`config.mk`:
```
export PLATFORM = sky130hd
export DESIGN_NAME = axi4_write_fsm
export DESIGN_NICKNAME = d
export VERILOG_FILES = /design/src/rtl/axi4_defs.sv /design/src/rtl/axi4_wr_mem.sv /design/src/rtl/axi4_write_fsm.sv
export SDC_FILE = /design/constraint.sdc
export NUM_CORES = 1
export LEC_CHECK = 0
export CAP_MARGIN = 15
export CORE_AREA = 4 4 117 119
export CTS_CLUSTER_SIZE = 40
export DETAILED_ROUTE_END_ITERATION = 16
export DIE_AREA = 0 0 121 123
export PLACE_DENSITY = 0.78
export SETUP_SLACK_MARGIN = 0.5
export SKIP_LAST_GASP = 1
export SLEW_MARGIN = 20
export SYNTH_ARGS = -nofsm -noshare
export SYNTH_HDL_FRONTEND = slang
export SYNTH_SLANG_ARGS = --single-unit
```
`constraint.sdc`:
```
create_clock -name clk -period 5.7 [get_ports clk]
set_input_delay 1.425 -clock clk [delete_from_list [all_inputs] [get_ports clk]]
set_output_delay 1.425 -clock clk [all_outputs]
set_load 0.1 [all_outputs]
```
`src/rtl/axi4_defs.sv`:
```
// Shared AXI4 definitions for the read and write slave blocks: response codes,
// FSM state encodings, address limit and the reset memory image.
package axi4_defs;

  localparam logic [1:0] RESP_OKAY   = 2'b00;
  localparam logic [1:0] RESP_SLVERR = 2'b10;

  // First byte address past the backing memory; anything at or above is rejected.
  localparam logic [7:0] ADDR_LIMIT  = 8'h10;

  typedef enum logic [1:0] {
    ST_IDLE   = 2'd0,
    ST_W_DATA = 2'd1,
    ST_W_RESP = 2'd2
  } wr_state_e;

  typedef enum logic [1:0] {
    ST_R_IDLE = 2'd0,
    ST_R_ADDR = 2'd1,
    ST_R_DATA = 2'd2
  } rd_state_e;

  function automatic logic [31:0] reset_word(input int idx);
    logic [31:0] word_s;
    case (idx)
      0:       word_s = 32'hAAAA_1111;
      1:       word_s = 32'hBBBB_2222;
      2:       word_s = 32'hCCCC_3333;
      3:       word_s = 32'hDDDD_4444;
      default: word_s = 32'h0000_0000;
    endcase
    return word_s;
  endfunction

endpackage

```
`src/rtl/axi4_wr_mem.sv`:
```
// Write-side backing store: DEPTH words, byte-enable synchronous write port,
// asynchronous read port; reset restores the fixed image.
module axi4_wr_mem
  import axi4_defs::*;
#(
  parameter int DATA_W = 32,
  parameter int DEPTH  = 4,
  parameter int ADDR_W = $clog2(DEPTH)
) (
  input  logic                clk,
  input  logic                rst,
  input  logic                we,
  input  logic [ADDR_W-1:0]   waddr,
  input  logic [DATA_W-1:0]   wdata,
  input  logic [DATA_W/8-1:0] wstrb,
  input  logic [ADDR_W-1:0]   raddr,
  output logic [DATA_W-1:0]   rdata
);

  logic [DATA_W-1:0] mem_r [DEPTH];

  // Storage array with byte-lane write enables and reset image load
  always_ff @(posedge clk or posedge rst) begin
    if (rst) begin
      for (int i = 0; i < DEPTH; i++) begin
        mem_r[i] <= DATA_W'(reset_word(i));
      end
    end else if (we) begin
      for (int b = 0; b < DATA_W/8; b++) begin
        if (wstrb[b]) begin
          mem_r[waddr][b*8 +: 8] <= wdata[b*8 +: 8];
        end
      end
    end
  end

  // Asynchronous read port
  always_comb begin
    rdata = mem_r[raddr];
  end

endmodule

```
`src/rtl/axi4_write_fsm.sv`:
```
// AXI4 write slave: single outstanding INCR burst of 1..4 beats into a small
// wrapping word memory, with SLVERR for out-of-range addresses or bad wlast.
module axi4_write_fsm
  import axi4_defs::*;
#(
  parameter int DATA_W = 32,
  parameter int ID_W   = 4,
  parameter int DEPTH  = 4
) (
  input  logic                clk,
  input  logic                rst,
  input  logic                awvalid,
  output logic                awready,
  input  logic [ID_W-1:0]     awid,
  input  logic [7:0]          awaddr,
  input  logic [1:0]          awlen,
  input  logic                wvalid,
  output logic                wready,
  input  logic [DATA_W-1:0]   wdata,
  input  logic [DATA_W/8-1:0] wstrb,
  input  logic                wlast,
  output logic                bvalid,
  input  logic                bready,
  output logic [ID_W-1:0]     bid,
  output logic [1:0]          bresp,
  input  logic [1:0]          dbg_idx,
  output logic [DATA_W-1:0]   dbg_data
);

  localparam int ADDR_W = $clog2(DEPTH);
  localparam logic [ADDR_W-1:0] IDX_MAX = ADDR_W'(DEPTH - 1);

  wr_state_e         state_r;
  logic              awready_r;
  logic              wready_r;
  logic              bvalid_r;
  logic [ID_W-1:0]   bid_r;
  logic [1:0]        bresp_r;
  logic [ID_W-1:0]   id_r;
  logic [ADDR_W-1:0] idx_r;
  logic [1:0]        len_r;
  logic [1:0]        beat_r;
  logic              oor_r;
  logic              err_r;

  logic              w_fire_s;
  logic              last_beat_s;
  logic              wlast_bad_s;
  logic              mem_we_s;
  logic [ADDR_W-1:0] idx_next_s;

  // Beat qualification and wrapping index; wready is only ever high in W_DATA
  always_comb begin
    w_fire_s    = wvalid && wready_r;
    last_beat_s = (beat_r == len_r);
    wlast_bad_s = (wlast != last_beat_s);
    mem_we_s    = w_fire_s && !oor_r;
    idx_next_s  = (idx_r == IDX_MAX) ? {ADDR_W{1'b0}} : idx_r + ADDR_W'(1);
  end

  // Transaction FSM with registered handshake and response outputs
  always_ff @(posedge clk or posedge rst) begin
    if (rst) begin
      state_r   <= ST_IDLE;
      awready_r <= 1'b0;
      wready_r  <= 1'b0;
      bvalid_r  <= 1'b0;
      bid_r     <= {ID_W{1'b0}};
      bresp_r   <= 2'b00;
      id_r      <= {ID_W{1'b0}};
      idx_r     <= {ADDR_W{1'b0}};
      len_r     <= 2'b00;
      beat_r    <= 2'b00;
      oor_r     <= 1'b0;
      err_r     <= 1'b0;
    end else begin
      case (state_r)
        ST_IDLE: begin
          awready_r <= 1'b1;
          if (awvalid && awready_r) begin
            id_r      <= awid;
            idx_r     <= awaddr[2 +: ADDR_W];
            len_r     <= awlen;
            oor_r     <= (awaddr >= ADDR_LIMIT);
            err_r     <= 1'b0;
            beat_r    <= 2'b00;
            awready_r <= 1'b0;
            wready_r  <= 1'b1;
            state_r   <= ST_W_DATA;
          end
        end
        ST_W_DATA: begin
          if (w_fire_s) begin
            idx_r  <= idx_next_s;
            beat_r <= beat_r + 2'd1;
            err_r  <= err_r || wlast_bad_s;
            // Burst length comes from awlen alone; wlast only feeds the error flag
            if (last_beat_s) begin
              wready_r <= 1'b0;
              bvalid_r <= 1'b1;
              bid_r    <= id_r;
              bresp_r  <= (oor_r || err_r || wlast_bad_s) ? RESP_SLVERR : RESP_OKAY;
              state_r  <= ST_W_RESP;
            end
          end
        end
        ST_W_RESP: begin
          if (bvalid_r && bready) begin
            bvalid_r  <= 1'b0;
            awready_r <= 1'b1;
            state_r   <= ST_IDLE;
          end
        end
        default: begin
          awready_r <= 1'b0;
          wready_r  <= 1'b0;
          bvalid_r  <= 1'b0;
          state_r   <= ST_IDLE;
        end
      endcase
    end
  end

  assign awready = awready_r;
  assign wready  = wready_r;
  assign bvalid  = bvalid_r;
  assign bid     = bid_r;
  assign bresp   = bresp_r;

  axi4_wr_mem #(
    .DATA_W(DATA_W),
    .DEPTH (DEPTH),
    .ADDR_W(ADDR_W)
  ) u_mem (
    .clk  (clk),
    .rst  (rst),
    .we   (mem_we_s),
    .waddr(idx_r),
    .wdata(wdata),
    .wstrb(wstrb),
    .raddr(dbg_idx),
    .rdata(dbg_data)
  );

endmodule
```
==> impl_metrics.ini <==
[outcome]
status = complete, no violations

[floorplan]
dieArea_mm2 = 0.01488
coreArea_mm2 = 0.01257
chipHeight_um = 123
num_rows = 41
die_x_um = 121
initial_utilization_pct = 53.57
io_pins = 99

[drt]
drtIter0Drc = 239
drc = 0
dr.pass1.iters = 4
ant_nets = 0
vias = 3849
wl_mm = 12.95
wl_per_cell_um = 18.63
via_per_inst = 5.538

[yosys]
syn_area_mm2 = 0.006733
synth_most_common_cell = mux2_2
syn_area_per_cell_um2 = 16.62
ys_seq_area_share_pct = 56.87
synthArstFlopShare_pct = 100.0
synth-seq-cells = 150
netlist_instances = 405
yosysTopAreaCellShare_pct = 33.45
synth_edf_count = 0
synth_fp_nets = 467
synth.distinct_cells = 39
yosys-top-cells-count = mux2_2, dfrtp_1, dfstp_2
yosys_warnings = 0
yosys-top-cells-area = dfrtp_1, dfstp_2, mux2_2, mux4_2, mux2_4
synth_ff_type = dfrtp_1
yosysTopAreaCell = dfrtp_1

[power]
power_density_mw_per_mm2 = 584.4
power_uw = 4922
vdd_drop_max_mv = 0.3988
pwr-share-seq_pct = 36.7
p_clk_share_pct = 24.2
internal_power_uw = 3074
power_switching_uw = 1848
power_frac_comb_pct = 39.1
p_leak_uw = 0.003780
swShare_pct = 37.55

[setup_path]
critical_path.max_stage_delay_ps = 540
path_class = in -> out
r2r_end = u_mem.mem_r[8]$_DFFE_PP0P_
arrival_ps = 2980
cp.required_ps = 4280
timing.rr.start = wready$_DFFE_PP0P_
crit_chain = buf_2, buf_12, mux4_2, buf_4
critPathLaunchType = input pin
crit_slowest_cell = mux4_2
endpoint_kind = output port
cp_top_family = buffers and inverters
worst-path-max-fanout = 17
worstRegToRegCells = 3
r2r_setup_slack_ps = 3970
crit_buf_inv = 3

[global_route]
track_usage_pct = 18.76
grt_overflow = 0
antenna_found_initial = 0
grt_pass1_vias = 4335
grt_max_degree = 85
grt_pass1_wl_mm = 21.55

[clocking]
cts_sinks = 150
cts-resized-gates = 0
holdBufCountCts = 0
post_cts.repair.setup_buffers = 0
htreeDepth = 4
cts_made_buffers = 17
clockBufferDepth = 2
path_clk_slew_ps = 50
clock_latency_ps = 420
cts_tree = built
root_buffer = clkbuf_16

[placed_design]
gp_congestion = 0.7559
port_buffers = 95
hpwlAfterDp_mm = 8.810
placed_area_mm2 = 0.007774
pre_cts_slack_ps = 1239

[finish]
final_area_mm2 = 0.008422
fin_nets = 572
drive_above_1_share_pct = 61.19
multiInputGateArea_mm2 = 0.002808
area_delta_synth_final_pct = 25.09
register_area_mm2 = 0.003829
antenna_cells = 0
finalCoreUtilization_pct = 67.01
n_fill_cell = 911

[sta]
post-route-period-util_pct = 77.36
setup_ws_ps = 1290
min_period_ps = 4410
relSlewSlack_pct = 33.98
finalHoldViolCount = 0
maxSlewViolCount = 0
rsz0062_at_grt = false
worst_pin_slew_ps = 987.2
setup_viol = 0
fin_skew_ps = 7.526
finalSetupTns_ps = 0
fmaxAchievable_mhz = 226.8

[flow_run]
max_cap_viol_count = 0

[worst_hold_path]
holdPathEnd = u_mem.mem_r[97]$_DFFE_PP0P_
hp-class = reg -> reg
hp-start = u_mem.mem_r[97]$_DFFE_PP0P_
min_path_cells = 1
==> worst register-to-register path: stages, from the launching register on <==
cell and delay [ps]:
dfrtp_1 540, and4b_1 530, nand2_4 180, mux2_1 350
==> cells by family (layout without fill, tap and decap cells) <==
group                      Yosys count  in the layout  synth area share, %
and+or+nand+nor                     39             39                4.256
DFF                                150            150                56.87
other                                1              1              0.05570
adders and majority gates            4              4               0.7434
muxes                              174            174                34.71
AOI/OAI and AO/OA                   17             17                1.672
buffers and inverters               18            136                1.431
xor gates and xnor gates             2              2               0.2602
==> final cells by class <==
cell class                      count  share of cell area [%]
Multi-Input combinational cell    237                   33.34
Timing Repair Buffer               98                   10.68
Sequential cell                   150                   45.46
Tap cell                          172                   2.555
Inverter                            6                  0.3120
Clock buffer                       24                   5.958
Clock inverter                      8                   1.694
==> power groups by stage <==
stage          registers [uW]  logic (uW)  clock network (uW)
6_report                 1810        1930                1190
5_1_grt                  1850        2030                1260
4_1_cts                  1800        1940                1220
3_5_place_dp             1820        1940                   0
3_3_place_gp             1780        1900                   0
2_1_floorplan            1930        1410                   0
==> state kept, by name, summed over array words and instances, names as in the netlist <==
register,count
u_mem.mem_r,128
bid,4
id_r,4
beat_r,2
idx_r,2
len_r,2
state_r,2
awready,1
bresp,1
bvalid,1
err_r,1
oor_r,1
wready,1
==> metrics by stage <==
stage                     hold WS, ps  std cells
after CTS                       503.6        695
after floorplan                 458.9        405
final                           497.8        695
after global placement          468.9        663
after global routing            513.4        695
after detailed placement        489.2        663
==> routing by layer <==
metal / wire (um) / vias to the layer above / GRT usage, %
li1: - / 1730 / -
met1: 5607 / 2012 / 23.69
met2: 6520 / 92 / 31.40
met3: 670 / 15 / 5.672
met4: 152 / 0 / 5.878
met5: 0 / - / 0
==> placed cells by master (no fill, tap or decap), types with 5 or more instances in the layout <==
| master | instances |
|---|---|
| inv_1 | 5 |
| buf_4 | 33 |
| clkbuf_8 | 5 |
| dfstp_2 | 60 |
| dfrtp_1 | 90 |
| clkdlybuf4s50_1 | 61 |
| mux2_2 | 131 |
| clkbuf_16 | 17 |
| nand2_2 | 12 |
| mux4_2 | 32 |
| nor2_1 | 5 |
| mux2_4 | 6 |
==> how the worst max path moves through the flow <==
stage,start,to,slack [ps],cells past startpoint
finish,dbg_idx[0],dbg_data[9],1290,4
global route,dbg_idx[0],dbg_data[9],1150,4
CTS,dbg_idx[0],dbg_data[9],1240,4
detailed placement,dbg_idx[0],dbg_data[9],1240,4
global placement,dbg_idx[0],dbg_data[8],1240,4
floorplan,dbg_idx[0],dbg_data[10],1610,3
No activity file was read; power rests on OpenSTA's default activity.
